--- src/rtl/pipeline_stall_controller.sv ---
// rtl/pipeline_stall_controller.sv - stall/flush controller with memory-wait FSM, timeout and saturating counters
// Combinational freeze/bubble/flush priority over a registered RUN/MEM_WAIT/TIMEOUT tracker.
module pipeline_stall_controller #(
  parameter int CNT_W          = 16,
  parameter int TIMEOUT_CYCLES = 255,
  parameter int TO_W           = 8
) (
  input  logic             clk,
  input  logic             rst,
  input  logic             hazard_detected,
  input  logic             branch_taken,
  input  logic             mem_req,
  input  logic             mem_ready,
  input  logic             clr_cnt,
  output logic             freeze_front,
  output logic             freeze_back,
  output logic             bubble_id_ex,
  output logic             flush,
  output logic             mem_wait,
  output logic             mem_timeout,
  output logic [CNT_W-1:0] hazard_stall_cnt,
  output logic [CNT_W-1:0] mem_stall_cnt,
  output logic [CNT_W-1:0] flush_cnt
);

  typedef enum logic [1:0] {
    RUN      = 2'd0,
    MEM_WAIT = 2'd1,
    TIMEOUT  = 2'd2
  } state_t;

  localparam logic [TO_W-1:0] TO_LIM = TO_W'(TIMEOUT_CYCLES);

  state_t           state_q, state_d;
  logic [TO_W-1:0]  wait_cnt_q, wait_cnt_d;
  logic             mem_timeout_q, mem_timeout_d;
  logic [CNT_W-1:0] hazard_cnt_q, mem_cnt_q, flush_cnt_q;

  logic miss;
  logic mem_hold;
  logic case_mem, case_br, case_hz;

  function automatic logic [CNT_W-1:0] sat_inc(input logic [CNT_W-1:0] v);
    return (&v) ? v : v + CNT_W'(1);
  endfunction

  always_comb begin
    miss     = mem_req & ~mem_ready;
    mem_hold = (state_q == TIMEOUT) | miss;
    case_mem = ~rst & mem_hold;
    case_br  = ~rst & ~mem_hold & branch_taken;
    case_hz  = ~rst & ~mem_hold & ~branch_taken & hazard_detected;

    freeze_front = case_mem | case_hz;
    freeze_back  = case_mem;
    bubble_id_ex = case_hz;
    flush        = case_br;
  end

  always_comb begin
    state_d       = state_q;
    wait_cnt_d    = wait_cnt_q;
    mem_timeout_d = mem_timeout_q;
    case (state_q)
      RUN: begin
        if (miss) begin
          state_d    = MEM_WAIT;
          wait_cnt_d = TO_W'(1);
        end
      end
      MEM_WAIT: begin
        // Ready wins over the timeout on the last permitted frozen cycle.
        if (mem_ready || !mem_req) begin
          state_d    = RUN;
          wait_cnt_d = '0;
        end else if (wait_cnt_q + TO_W'(1) == TO_LIM) begin
          state_d       = TIMEOUT;
          mem_timeout_d = 1'b1;
        end else begin
          wait_cnt_d = wait_cnt_q + TO_W'(1);
        end
      end
      TIMEOUT: begin
        state_d = TIMEOUT;
      end
      default: begin
        state_d    = RUN;
        wait_cnt_d = '0;
      end
    endcase
  end

  always_ff @(posedge clk) begin
    if (rst) begin
      state_q       <= RUN;
      wait_cnt_q    <= '0;
      mem_timeout_q <= 1'b0;
      hazard_cnt_q  <= '0;
      mem_cnt_q     <= '0;
      flush_cnt_q   <= '0;
    end else begin
      state_q       <= state_d;
      wait_cnt_q    <= wait_cnt_d;
      mem_timeout_q <= mem_timeout_d;
      if (clr_cnt) begin
        hazard_cnt_q <= '0;
        mem_cnt_q    <= '0;
        flush_cnt_q  <= '0;
      end else begin
        if (case_hz)  hazard_cnt_q <= sat_inc(hazard_cnt_q);
        if (case_mem) mem_cnt_q    <= sat_inc(mem_cnt_q);
        if (case_br)  flush_cnt_q  <= sat_inc(flush_cnt_q);
      end
    end
  end

  // Registered outputs are also forced low while reset is held.
  assign mem_wait         = ~rst & (state_q != RUN);
  assign mem_timeout      = ~rst & mem_timeout_q;
  assign hazard_stall_cnt = rst ? '0 : hazard_cnt_q;
  assign mem_stall_cnt    = rst ? '0 : mem_cnt_q;
  assign flush_cnt        = rst ? '0 : flush_cnt_q;

endmodule

--- config.mk ---
export PLATFORM = sky130hd
export DESIGN_NAME = pipeline_stall_controller
export DESIGN_NICKNAME = d
export VERILOG_FILES = /design/src/rtl/pipeline_stall_controller.sv
export SDC_FILE = /design/constraint.sdc
export NUM_CORES = 1
export LEC_CHECK = 0
export CAP_MARGIN = 10
export CORE_MARGIN = 4
export CORE_UTILIZATION = 52
export CTS_CLUSTER_SIZE = 14
export DETAILED_ROUTE_END_ITERATION = 8
export PLACE_DENSITY = 0.82
export SYNTH_ARGS = -nofsm -noshare
export SYNTH_HDL_FRONTEND = slang
export SYNTH_SLANG_ARGS = --single-unit
--- constraint.sdc ---
create_clock -name clk -period 2.95 [get_ports clk]
set_input_delay 0.59 -clock clk [delete_from_list [all_inputs] [get_ports clk]]
set_output_delay 0.59 -clock clk [all_outputs]
set_load 0.1 [all_outputs]
==> results of run 1 <==
==> worst max-delay path by stage <==
stage                                to  slack, ns
after floorplan           flush_cnt[10]       0.03
after global placement     freeze_front       0.40
after detailed placement   freeze_front       0.38
after CTS                  freeze_front       0.38
after global routing       freeze_front       0.31
final                      freeze_front       0.38
==> logic make-up (layout without fill, tap and decap cells) <==
| group | after synthesis | after routing | share of synthesized area [%] |
|---|---|---|---|
| AOI/OAI and AO/OA | 39 | 39 | 8.12 |
| xor gates and xnor gates | 42 | 42 | 11.2 |
| and+or+nand+nor | 239 | 239 | 39.8 |
| buffers and inverters | 25 | 84 | 2.97 |
| DFF | 59 | 59 | 36.0 |
| adders and majority gates | 5 | 5 | 1.91 |
==> stage by stage <==
step                cells  setup WS [ns]  util, %
floorplan             409         0.0341        -
global placement      529          0.397     69.8
detailed placement    529          0.383     69.8
CTS                   543          0.379     73.2
global route          543          0.311     73.2
finish                543          0.379     73.2
==> critical path: stages <==
cell,delay [ns]
clkdlybuf4s50_1,0.41
nand2b_1,0.23
nand4b_1,0.20
clkinvlp_4,0.14
or2_4,0.25
buf_12,0.16
==> Yosys cell counts (2+ instances only) <==
cell type  number  area share (%)
nand4_1        17             3.2
or4b_1          2            0.61
and4_1          8             2.1
and3_1          5            0.95
nand2b_1        2            0.38
nand3_1        21             3.2
nand4b_1        3            0.80
nand2_1        28             3.2
xnor2_1        25             6.7
nor3_1          8             1.2
inv_1           3            0.34
or2_2           3            0.57
clkbuf_1       18             2.1
xor2_1         17             4.5
a31oi_1         4            0.76
a211oi_1        3            0.69
nor2b_1        50             9.5
and2_1          3            0.57
a41oi_1         3            0.80
ha_1            5             1.9
nor2_1         59             6.8
a31o_2          2            0.53
a21oi_1        15             2.3
dfxtp_1        59              36
nor3b_1         5             1.1
nand3b_1        2            0.46
nor4_1         16             3.1
o21ai_0         6            0.92
buf_2           3            0.46
==> metal layers <==
| metal | track usage [%] | wire length [um] | vias to the layer above |
|---|---|---|---|
| met3 | 5.68 | 479 | 21 |
| met1 | 26.8 | 3230 | 1431 |
| li1 | - | - | 1540 |
| met2 | 34.8 | 3890 | 107 |
| met4 | 7.81 | 144 | 0 |
| met5 | 0 | 0 | - |
==> state kept, by name (all words and copies together), names as in the netlist <==
register and flops:
flush_cnt_q 16, hazard_cnt_q 16, mem_cnt_q 16, wait_cnt_q 8
state_q 2, mem_timeout_q 1
==> cell type report <==
cell class,count,area share (%)
multi-input cells,325,45.5
well taps,75,2.13
repair buffers,67,20.7
flip-flops and latches,59,26.8
clock inverters,2,0.795
clock buffers,12,3.75
inverters,3,0.341
==> report_power, final <==
part / switching, uW / leakage [uW] / total [uW] / internal, uW
Combinational: 78.0 / 0.000952 / 118 / 39.8
Clock: 308 / 0.000104 / 757 / 449
Sequential: 4.81 / 0.000476 / 805 / 800
Total: 391 / 0.00153 / 1680 / 1290
==> flow_summary.json, run 1 <==
{
  "status": "finished, final reports clean",
  "grt_overflow": 0,
  "cp_max_fo": 6,
  "p_total_uw": 1680,
  "via_count": 3099,
  "finalSetupViolations": 0,
  "syn_inst": 409,
  "gp_congestion": 0.913,
  "die_area_um2": 7640,
  "wirelength_um": 7740,
  "cts_resized": 0,
  "r2r_end": "wait_cnt_q[0]$_SDFFE_PP0P_",
  "synth_cell_types": 43,
  "clock_sinks": 59,
  "ioPinCount": 61,
  "timing.final.crit_period_ns": 2.57,
  "hold_ws_ns": 0.467,
  "initial_utilization_pct": 54.4,
  "wl_per_cell_um": 14.3,
  "path_class": "input port to output pin",
  "worst_pin_slew_ns": 0.789,
  "hold_buffers": 0,
  "rsz0062_at_grt": "no",
  "hold_class": "flop to flop",
  "rows": 28,
  "startpoint": "mem_ready",
  "grt_antenna_before_repair": 0,
  "grt_pass1_vias": 2871,
  "htree_num_levels": 3,
  "p_leak_uw": 0.00153,
  "synth_nets": 421,
  "drt_iter0_markers": 126,
  "syn2layout_area_growth_pct": 34.4,
  "fin_tns_setup_ns": 0,
  "netlist_area_um2": 3280,
  "yosysSeqAreaShare_pct": 36.0,
  "slew_violations": 0,
  "core_um2": 6030,
  "relSlewSlack_pct": 47.1,
  "r2r_cells": 6,
  "cts_root_buffer": "clkbuf_8",
  "syn_avg_cell_area_um2": 8.02,
  "arrival_ns": 1.98,
  "cts_tree": "built",
  "grt_max_degree": 43,
  "synth_edf_count": 0,
  "viasPerCell": 5.71,
  "multi_input_area_um2": 2000,
  "start_kind": "input port",
  "synth-seq-cells": 59,
  "design_area_um2": 4410,
  "layout.nets": 477,
  "synthArstFlopShare_pct": 0,
  "holdPathStages": 2,
  "placed_area_um2": 4210,
  "crit_path_end_kind": "output pin",
  "die_w_um": 87.4,
  "fillers": 437,
  "antenna_left": 0,
  "final_cell_mix": "nor2_1, dfxtp_1, nor2b_1",
  "ys_warn_count": 0,
  "powerDensity_nw_per_um2": 381,
  "post_cts_buffers": 0,
  "cts_buffers": 9,
  "ir_worst_vdd_mv": 0.410,
  "clockBufferDepth": 2,
  "die_h_um": 87.4,
  "hold_path_end": "mem_timeout_q$_SDFFE_PP0P_",
  "rr_startpoint": "wait_cnt_q[1]$_SDFFE_PP0P_",
  "finalClockSkew_ns": 0.00757,
  "fmax_ghz": 0.389,
  "drive_gt1_share_pct": 18.6,
  "holdCritStartpoint": "mem_timeout_q$_SDFFE_PP0P_",
  "r2r_setup_slack_ns": 0.64,
  "diodes": 0,
  "hold_viol": 0,
  "cp.required_ns": 2.36,
  "drcViolationCount": 0,
  "hpwl_um": 5400,
  "grt_usage_pct": 21.3,
  "synthFlopType": "dfxtp_1",
  "grt_pass1_wl_um": 13200,
  "cap_violations": 0,
  "firstDrtPassIters": 5,
  "timing.final.crit_share_pct": 87.1,
  "portBuffers": 60,
  "clkTransAtPathRegs_ns": 0.06,
  "worstSkewPairLatency_ns": 0.34,
  "seqCellArea_um2": 1180
}
No activity file was read; power rests on OpenSTA's default activity.
==> inputs of run 2 (changes only) <==
- CORE_MARGIN: 4 -> 5
==> run 2 against run 1 <==
First-iteration DRC count grew 21%. Combinational power hardly changed. Global-route usage shrank 0.91 points. Wire length shrank 0.39%. Clock skew shrank 0.0015 ns. Via count shrank 1.0%. Sequential power about the same. Worst hold slack gained 0.039 ns. Clock power fell by 21%. Critical path type unchanged. Largest cell class unchanged. Largest power group unchanged.
==> flow_summary.json, run 2 (synthesis results as in run 1) <==
{
  "grt_overflow": 0,
  "initial_utilization_pct": 52.6,
  "path_class": "input port to output pin",
  "cts_root_buffer": "clkbuf_8",
  "die_w_um": 89.4,
  "ioPinCount": 61,
  "drcViolationCount": 0,
  "timing.final.crit_share_pct": 88.8,
  "rsz0062_at_grt": "no",
  "drt_iter0_markers": 152,
  "fmax_ghz": 0.382,
  "hpwl_um": 5610,
  "clkTransAtPathRegs_ns": 0.06,
  "cp_max_fo": 6,
  "hold_viol": 0,
  "diodes": 0,
  "cts_tree": "built",
  "wirelength_um": 7710,
  "portBuffers": 60,
  "start_kind": "input port",
  "design_area_um2": 4360,
  "layout.nets": 478,
  "fin_tns_setup_ns": 0,
  "crit_path_end_kind": "output pin",
  "ir_worst_vdd_mv": 0.283,
  "grt_max_degree": 38,
  "grt_pass1_vias": 2874,
  "p_int_uw": 1140,
  "switching_power_uw": 383,
  "worstSkewPairLatency_ns": 0.33,
  "hold_buffers": 0,
  "clockBufferDepth": 2,
  "p_clk_share_pct": 39.5,
  "clock_sinks": 59,
  "antenna_left": 0,
  "power_switching_share_pct": 25.2,
  "die_h_um": 89.4,
  "grt_pass1_wl_um": 12800,
  "final_cell_mix": "nor2_1, dfxtp_1, nor2b_1",
  "firstDrtPassIters": 4,
  "drive_gt1_share_pct": 18.3,
  "power_frac_comb_pct": 7.7,
  "p_total_uw": 1520,
  "rows": 29,
  "rr_startpoint": "wait_cnt_q[1]$_SDFFE_PP0P_",
  "via_count": 3068,
  "reg_top3": "flush_cnt_q x16, hazard_cnt_q x16, mem_cnt_q x16",
  "finalClockSkew_ns": 0.00605,
  "grt_usage_pct": 20.4,
  "die_area_um2": 8000,
  "fillers": 482,
  "cp.required_ns": 2.36,
  "max_stage_delay_ns": 0.41,
  "cts_buffers": 9,
  "powerDensity_nw_per_um2": 349,
  "wl_per_cell_um": 14.1,
  "gp_congestion": 0.831,
  "post_cts_buffers": 0,
  "holdCritStartpoint": "mem_timeout_q$_SDFFE_PP0P_",
  "status": "finished, final reports clean",
  "htree_num_levels": 3,
  "cp_slowest_cell": "clkdlybuf4s50_1",
  "finalSetupViolations": 0,
  "arrival_ns": 2.03,
  "worst_pin_slew_ns": 0.738,
  "crit_chain": "clkdlybuf4s50_1, nand2b_1, nand4b_1, clkinvlp_4, or2_4, buf_12",
  "slew_violations": 0,
  "viasPerCell": 5.60,
  "relSlewSlack_pct": 50.5,
  "timing.final.crit_period_ns": 2.62,
  "syn2layout_area_growth_pct": 32.9,
  "cts_resized": 0,
  "p_leak_uw": 0.00151,
  "core_um2": 6240,
  "cap_violations": 0,
  "placed_area_um2": 4210,
  "grt_antenna_before_repair": 0,
  "seqPwrFrac_pct": 52.9,
  "hold_class": "flop to flop",
  "startpoint": "mem_ready"
}
## run 2: cell types whose count changed in the layout (fill, tap and decap cells not counted)
cell	previous run	this run
clkbuf_1	0	4
bufinv_16	1	0
buf_12	32	31
buf_4	29	31
clkinv_2	1	3
clkbuf_8	12	9
## run 2: worst paths after layout
path / to / slack [ns] / cells past startpoint
min reg2reg: mem_timeout_q$_SDFFE_PP0P_ / 0.51 / 2
min: mem_timeout_q$_SDFFE_PP0P_ / 0.51 / 2
max: freeze_front / 0.33 / 6
max reg2reg: wait_cnt_q[0]$_SDFFE_PP0P_ / 0.63 / 6
## run 2: worst max-delay path: cells and delay by family
family	cells	cell delay, ns
simple gates	3	0.72
buf+inv	3	0.72
## run 2: power groups by stage
stage	clock [uW]	combinational [uW]	sequential, uW
floorplan	0	78.4	820
global placement	0	115	822
detailed placement	0	116	822
CTS	612	117	805
global route	657	125	805
finish	601	117	805
## run 2: cell type report
type,instances,area (um^2),area share [%]
multi-input cells,325,2000,46.0
flip-flops and latches,59,1180,27.1
repair buffers,68,908,20.8
clock buffers,13,139,3.19
well taps,77,96.3,2.21
clock inverters,3,15.0,0.344
inverters,3,15.0,0.344
## run 2: through the flow
| step | hold WS, ns | util [%] | cells | worst slack (ns) |
|---|---|---|---|---|
| floorplan | 0.429 | - | 409 | 0.0341 |
| global placement | 0.467 | 67.4 | 532 | 0.367 |
| detailed placement | 0.475 | 67.4 | 532 | 0.325 |
| CTS | 0.500 | 69.8 | 548 | 0.321 |
| global route | 0.527 | 69.8 | 548 | 0.242 |
| finish | 0.506 | 69.8 | 548 | 0.331 |
## run 2: metal layers
metal  wire [um]  GRT usage, %  part of all wire (%)
met1        3350          24.1                    43
met2        3950          35.6                    51
met3         296          5.53                   3.8
met4         116          6.77                   1.5
met5           0             0                     0
